--- src/rtl/des_cbc_ctrl.sv ---
// des_cbc_ctrl: CBC/ECB block-chaining wrapper around a level-started DES core.
//   Plaintext arrives on a valid/ready stream. It is XORed with the chain value,
//   which is the IV or the previous ciphertext. The block is then handed to the
//   core with a held start. After the core reports ready, start is released and
//   the result is presented on an output valid/ready stream.
// Build option: define DES_CBC_EN to enable CBC chaining. With the macro
//   undefined the block runs in ECB mode: no chaining and iv_in ignored.
module des_cbc_ctrl #(
    parameter int TIMEOUT = 64
) (
    input  logic        clk,
    input  logic        rst_n,
    input  logic        iv_load,
    input  logic [1:64] iv_in,
    input  logic [1:64] key_in,
    input  logic        in_valid,
    input  logic [1:64] in_data,
    output logic        in_ready,
    output logic        core_start,
    output logic [1:64] core_din,
    output logic [1:64] core_key,
    input  logic        core_ready,
    input  logic [1:64] core_dout,
    output logic        out_valid,
    output logic [1:64] out_data,
    input  logic        out_ready,
    output logic        busy,
    output logic        err_timeout
);

    typedef enum logic [2:0] {
        S_IDLE,
        S_LAUNCH,
        S_WAIT,
        S_RELEASE,
        S_OUTPUT
    } state_t;

    // Last watchdog value allowed in WAIT before giving up on the core.
    localparam logic [7:0] WDOG_LAST = 8'(TIMEOUT - 1);

    state_t      state;
    logic [1:64] key_r;
    logic [1:64] din_r;
    logic [1:64] dout_r;
    logic [7:0]  wdog;
    logic [1:64] blk_mixed;

    // A pending iv_load takes priority over a waiting block, so the block is
    // held off for that cycle and picks up the new IV on the next one.
    assign in_ready = (state == S_IDLE) && !iv_load;

    assign core_din = din_r;
    assign core_key = key_r;
    assign out_data = dout_r;

`ifdef DES_CBC_EN
    logic [1:64] chain_r;

    assign blk_mixed = in_data ^ chain_r;

    // Chain value: loaded from the IV, then replaced by each captured ciphertext.
    // A watchdog abort leaves it untouched.
    always_ff @(posedge clk or negedge rst_n) begin
        if (!rst_n) begin
            chain_r <= '0;
        end else if (state == S_IDLE && iv_load) begin
            chain_r <= iv_in;
        end else if (state == S_WAIT && core_ready) begin
            chain_r <= core_dout;
        end
    end
`else
    logic unused_iv;

    // ECB: blocks go to the core unmodified and the IV has no effect.
    assign blk_mixed = in_data;
    assign unused_iv = ^iv_in;
`endif

    // Controller FSM. All stream/core control outputs are registered here.
    always_ff @(posedge clk or negedge rst_n) begin
        if (!rst_n) begin
            state       <= S_IDLE;
            core_start  <= 1'b0;
            out_valid   <= 1'b0;
            busy        <= 1'b0;
            err_timeout <= 1'b0;
            wdog        <= '0;
            key_r       <= '0;
            din_r       <= '0;
            dout_r      <= '0;
        end else begin
            case (state)
                S_IDLE: begin
                    if (iv_load) begin
                        key_r       <= key_in;
                        err_timeout <= 1'b0;
                    end else if (in_valid) begin
                        din_r      <= blk_mixed;
                        core_start <= 1'b1;
                        busy       <= 1'b1;
                        state      <= S_LAUNCH;
                    end
                end
                S_LAUNCH: begin
                    wdog  <= '0;
                    state <= S_WAIT;
                end
                S_WAIT: begin
                    wdog <= wdog + 8'd1;
                    if (core_ready) begin
                        dout_r     <= core_dout;
                        core_start <= 1'b0;
                        state      <= S_RELEASE;
                    end else if (wdog == WDOG_LAST) begin
                        err_timeout <= 1'b1;
                        core_start  <= 1'b0;
                        busy        <= 1'b0;
                        state       <= S_IDLE;
                    end
                end
                S_RELEASE: begin
                    // Hold here until the core has dropped ready, so its DONE
                    // state cannot be mistaken for the next block's result.
                    if (!core_ready) begin
                        out_valid <= 1'b1;
                        state     <= S_OUTPUT;
                    end
                end
                S_OUTPUT: begin
                    if (out_ready) begin
                        out_valid <= 1'b0;
                        busy      <= 1'b0;
                        state     <= S_IDLE;
                    end
                end
                default: begin
                    core_start <= 1'b0;
                    out_valid  <= 1'b0;
                    busy       <= 1'b0;
                    state      <= S_IDLE;
                end
            endcase
        end
    end

endmodule

--- config.mk ---
export PLATFORM = sky130hd
export DESIGN_NAME = des_cbc_ctrl
export DESIGN_NICKNAME = d
export VERILOG_FILES = /design/src/rtl/des_cbc_ctrl.sv
export SDC_FILE = /design/constraint.sdc
export NUM_CORES = 1
export LEC_CHECK = 0
export CAP_MARGIN = 20
export CORE_AREA = 2 2 178 180
export CTS_CLUSTER_SIZE = 25
export DETAILED_ROUTE_END_ITERATION = 6
export DIE_AREA = 0 0 180 182
export DONT_BUFFER_PORTS = 1
export HOLD_SLACK_MARGIN = 0.06
export PLACE_DENSITY = 0.45
export RECOVER_POWER = 50
export SLEW_MARGIN = 20
export SYNTH_ARGS = -nofsm -noshare
export SYNTH_HDL_FRONTEND = slang
export SYNTH_SLANG_ARGS = --single-unit
export TNS_END_PERCENT = 100
--- constraint.sdc ---
create_clock -name clk -period 1.7 [get_ports clk]
set_input_delay 0.34 -clock clk [delete_from_list [all_inputs] [get_ports clk]]
set_output_delay 0.34 -clock clk [all_outputs]
set_load 0.05 [all_outputs]
# Yosys cells after proc, flatten, opt, wreduce, memory -nomap -nowiden
# Index checks and enable logic that the tools add are counted.
# Widths: inputs -> output; s select.
word_totals:
  reg_bits: 207
  latchBits: 0
  ram_bits: 0
  mem_bits_ro: 0
  input_bits: 262
  out_inout_bits: 197
  mem_count: 0
classes:
  add_sub_neg: 1
  multipliers: 0
  div_mod_pow: 0
  n_lt_le_gt_ge: 0
  n_eq_ne: 13
  n_shift: 0
  mux: 22
  n_bitwise: 4
  reduce_logical: 16
op_table:
  columns: ["op", "n"]
  rows:
  - ["$mux 3", 6]
  - ["$pmux 8 s2", 1]
  - ["$pmux 3 s5", 1]
  - ["$ne 2x2->1 const B", 7]
  - ["$mux 1", 10]
  - ["$add 8x1->8 const B", 1]
  - ["$eq 8x6->1 const B", 1]
  - ["$reduce_and 4->1", 2]
  - ["$eq 3x2->1 const B", 2]
  - ["$pmux 1 s3", 2]
  - ["$reduce_and 3->1", 2]
  - ["$reduce_and 6->1", 1]
  - ["$reduce_or 3->1", 2]
  - ["$reduce_and 5->1", 1]
  - ["$not 1->1", 4]
  - ["$pmux 1 s4", 1]
  - ["$reduce_and 2->1", 2]
  - ["$reduce_bool 2->1", 2]
  - ["$eq 3x1->1 const B", 1]
  - ["$eq 3x3->1 const B", 1]
  - ["$logic_not 3->1", 1]
  - ["$ne 3x3->1 const B", 1]
  - ["$pmux 1 s2", 1]
  - ["$reduce_or 2->1", 1]
  - ["2 further kinds", 2]

# Depth between registers and ports, before layout
logic_depth:
  word_depth: 4
  mapped_depth: 7
  mapped_depth_nobuf: 4

# Worst setup path after synthesis
# No wires, ideal clock.
synth_path:
  path_kind: "register -> output"
  startpoint: "register state[2]"
  endpoint: "output in_ready"
  arrival_time_ps: 1875
  required_time_ps: 1360
  setup_slack_ps: -515
  stages_incl_launch_ff: 5
  path_buffers: 2
  path_cell_list: "dfrtp_1 > buf_6 > or2_1 > buf_2 > nor3_1"
synth_between:
  elab_chain_len: 2
synth_lines:
  columns: ["element", "line", "source"]
  rows:
  - ["start: declaration", "42", "state_t state;"]
  - ["start signal: assignment", "84", "state <= S_IDLE;"]
  - ["start signal: assignment", "103", "state <= S_LAUNCH;"]
  - ["start signal: assignment", "108", "state <= S_WAIT;"]
  - ["$logic_not 3->1", "51", "assign in_ready = (state == S_IDLE) && !iv_load;"]
  - ["$logic_and 1x1->1", "51", null]
  - ["end: declaration", "18", "output logic in_ready,"]
# Every way passes these cells.

# Worst setup path after layout
layout_path:
  startpoint: "register state[0]"
  endpoint: "register din_r (netlist bit core_din[12])"
layout_between:
  elab_chain_len: 2
layout_lines:
  columns: ["element", "line", "source"]
  rows:
  - ["$logic_not 3->1", "94", "case (state)"]
  - ["$reduce_and 3->1 (no line)", null, null]
  - ["end signal: assignment", "100", "din_r <= blk_mixed;"]
  - ["end: declaration", "44", "logic [1:64] din_r;"]
# Every way passes these cells.
# A chain may end at the register's enable or synchronous reset.

==> PnR_summary.wiki <==
{| class="wikitable"
! Metric !! Value
|-
| Share of total power in the clock network || roughly 18%
|-
| Nets@finish || 1,030
|-
| RSZ-0062 raised after global routing || true
|-
| Die span in y || ~180 um
|-
| Number of buffers on the longest clock path || 3
|-
| Number of hold violations in the final report || slightly above 200
|-
| Leakage power of the design || 5.91 nW
|-
| Number of global-route vias before repair || about 6,300
|-
| Violations in the final reports || hold timing, setup timing
|-
| Post-route cell area || approximately 13,000 um^2
|-
| Final Critical Period || between 1.5 and 2 ns
|-
| Netlist Area Pre-Place || just over 8000 um^2
|-
| Detailed-route wire length || ~26,000 um
|-
| Iteration-0 DRC count of the detailed router || 169
|-
| Clock root buffer master || clkbuf_16
|-
| Count of flip-flops with a built-in enable after synthesis || 0
|-
| Clock sink total || 207
|-
| Count of TritonRoute iterations in the first routing pass || 4
|-
| Startpoint of the worst register-to-register path || state[0]
|-
| Sum of met2 wire segment lengths after detailed routing || about 14,000 um
|-
| Clock-pin transition on the worst setup and hold timing paths || roughly 0.06 ns
|-
| Area growth from synthesis to final layout || 59.9%
|-
| Share of post-route cells with drive strength above 1 || 41.8%
|-
| Global route overflow || 0
|-
| Initial cell density of the core || about a quarter
|-
| Total routing usage reported by global routing || 15.0%
|-
| Worst hold-check path type || input pin to async pin
|-
| Count of cells along the worst register-to-register path || 5
|-
| Met3 wire length || between 1500 and 2000 um
|-
| Switching part of the total || between 40% and 50%
|-
| Post-layout utilization of the core || approximately 42%
|-
| Post-route antenna net violation count || 0
|-
| Avg Vias per Cell || ~4.6
|-
| Met1 layer wirelength in the final routing || 9680 um
|-
| Maxcap violations || 0
|-
| Reg2Reg Capture Point || core_din[12]
|-
| Final clock skew || 0.00861 ns
|-
| Quantity of hold-fixing buffers added after cts || 195
|-
| Pin count of the biggest net entering global routing || 208
|-
| Top-Level Pins || 459
|-
| Clock network latency to the later pin of the worst-skew pair || around 0.52 ns
|-
| Proportion of synthesized chip area in sequential cells || a little over three fifths
|-
| Final setup viols || about 200
|-
| Global-route wire length before repair || between 30,000 and 40,000 um
|-
| Transition time at the pin with the least slew margin || about 0.63 ns
|-
| Syn Area/Cell || between 15 and 20 um^2
|-
| Level count of the clock H-tree || 1
|-
| Vias || between 5,000 and 6,000
|-
| Total DRC errors in the routed layout || 0
|-
| Topmost layer with routed signal wires || met4
|-
| Top-count cell post-synth || dfrtp_1
|-
| Most used standard cells in the synthesized netlist || 207 x dfrtp_1, 143 x mux2_2, 49 x mux2_4
|-
| Hold WS || -0.486 ns
|-
| Max frequency || 511 MHz
|-
| Width of the die || between 150 and 200 um
|-
| Net switching power of the design || about 15 mW
|-
| Ratio of total power to cell area || between 2000 and 2500 nW/um^2
|-
| Number of distinct standard cells referenced by the synthesized netlist || 39
|-
| Post-detail-place hpwl || 14,100 um
|-
| Data required time of the worst path || between 2 and 2.5 ns
|-
| Reg2Reg Setup Slack || -0.26 ns
|-
| Number of standard-cell rows in the floorplan || between 60 and 70
|-
| Weighted congestion reported at the end of routability-driven placement || between 0.7 and 0.8
|-
| Placeable core region || 31,000 um^2
|-
| Type of destination of the critical path || register
|-
| Antenna violations before repair || 1
|-
| Net count after synthesis || between 700 and 800
|-
| Cell area reported after detailed placement || 8820 um^2
|-
| Placement Setup Slack || -0.167 ns
|-
| Max FO, Critical Path || 16
|-
| Synthesis warning total || 0
|-
| Portion of synthesized cell area occupied by the leading cell type || approximately 63%
|-
| TritonCTS clock tree || done
|-
| Buffers on Ports || 0
|-
| Synthesized netlist cell count || between 500 and 600
|-
| Combinational Power Share || a little over a quarter
|-
| Type of the worst setup path || register to register
|-
| Headroom to the max-slew limit || around three fifths
|-
| Final cell count without fillers || about 1,200
|-
| Wirelength per Cell || 22.1 um
|-
| Post-synthesis cell type with the largest combined area || dfrtp_1
|-
| Fraction of the cycle the final worst path needs || 115%
|-
| Outcome || finished with violations
|-
| Min setup slack post-route || -0.256 ns
|-
| Proportion of power drawn by flip-flops and latches || between 50% and 60%
|-
| Share of flip-flops with an asynchronous set or reset after synthesis || 100%
|-
| Number of CTS-inserted buffers || 24
|-
| Top flip-flop cell by instance count after synthesis || dfrtp_1
|-
| Largest vdd supply drop || about 1.3 mV
|-
| Top cells by area in the synthesized netlist || dfrtp_1 63%, mux2_2 20%, mux2_4 9.0%
|-
| CP arrival || between 2 and 2.5 ns
|-
| Die area || between 30,000 and 40,000 um^2
|-
| Post-Place Cells || 907
|-
| Startpoint kind of the worst setup timing path || register
|-
| Post-synthesis register bit count || 207
|-
| Final max-slew violation count || 0
|-
| Cell-internal power || between 15 and 20 mW
|}
power groups by stage:
stage	Clock [mW]	Sequential (mW)	Combinational [mW]
floorplan	0	17.0	3.97
global placement	0	17.8	4.79
detailed placement	0	17.7	5.00
CTS	5.80	17.7	7.63
global route	6.03	18.0	8.81
finish	5.66	17.8	8.31
area by class of cell:
| type | instances | area (um^2) |
|---|---|---|
| fill | 2676 | 17900 |
| sequential | 207 | 5180 |
| multi-input combinational | 267 | 3460 |
| timing repair buffer | 264 | 3050 |
| clock buffer | 29 | 671 |
| tap | 402 | 503 |
| clock inverter | 15 | 211 |
| inverter | 3 | 11.3 |
| antenna | 1 | 2.50 |
state kept, by name, indices dropped and copies added, names as in the netlist:
register     flops
busy             1
core_din        64
core_key        64
core_start       1
err_timeout      1
out_data        64
out_valid        1
state            3
wdog             8
cells in the final DEF (no fill, tap or decap), types with 4 or more instances in the layout:
| master | n |
|---|---|
| nand2_1 | 10 |
| buf_4 | 19 |
| bufinv_16 | 5 |
| o21ai_0 | 8 |
| buf_16 | 11 |
| clkbuf_16 | 29 |
| nor3_4 | 4 |
| dlygate4sd3_1 | 195 |
| mux2_2 | 16 |
| clkinv_2 | 6 |
| buf_6 | 13 |
| dfrtp_1 | 207 |
| buf_12 | 16 |
| buf_8 | 6 |
| mux2_4 | 176 |
logic make-up after synthesis:
| family | share of synthesized area [%] |
|---|---|
| AOI/OAI and AO/OA | 2.44 |
| adders and majority gates | 0.153 |
| buffers and inverters | 2.18 |
| DFF | 63.2 |
| muxes | 28.9 |
| and+or+nand+nor | 3.09 |
worst max path at each step:
| stage | to | slack, ns | startpoint | cells after the start |
|---|---|---|---|---|
| 6_report | core_din[12] | -0.26 | state[0] | 5 |
| 5_1_grt | in_ready | -0.30 | state[0] | 4 |
| 4_1_cts | in_ready | -0.22 | state[2] | 4 |
| 3_5_place_dp | busy | -0.17 | wdog[1] | 4 |
| 3_3_place_gp | busy | -0.09 | wdog[0] | 4 |
| 2_1_floorplan | core_din[11] | -0.15 | state[2] | 7 |
critical path, stage by stage, from the launching register on:
cell and delay, ns:
dfrtp_1 0.39, or2_4 0.27, buf_6 0.12, or3_4 0.50
buf_16 0.22, mux2_4 0.31
what timing repair did:
item,4_1_cts,5_1_grt
setup endpoints to repair,172,202
setup buffers,23,5
hold endpoints to repair,404,207
resized for setup,113,97
cloned,17,6
pin swaps,3,12
per-stage QoR:
stage | TNS (ns) | hold WS [ns] | power (mW)
2_1_floorplan | -12.24 | 0.0444 | 21.0
6_report | -31.22 | -0.486 | 31.8
4_1_cts | -20.32 | -0.512 | 31.1
3_3_place_gp | -5.30 | 0.0495 | 22.5
5_1_grt | -40.12 | -0.514 | 32.9
3_5_place_dp | -7.76 | 0.0485 | 22.7
routing by layer:
| layer | vias to the layer above | track usage (%) |
|---|---|---|
| met5 | - | 0 |
| met4 | 0 | 5.66 |
| met2 | 251 | 27.4 |
| met1 | 2767 | 16.8 |
| li1 | 2339 | - |
| met3 | 49 | 3.93 |
Power figures use the tool's default switching activity.
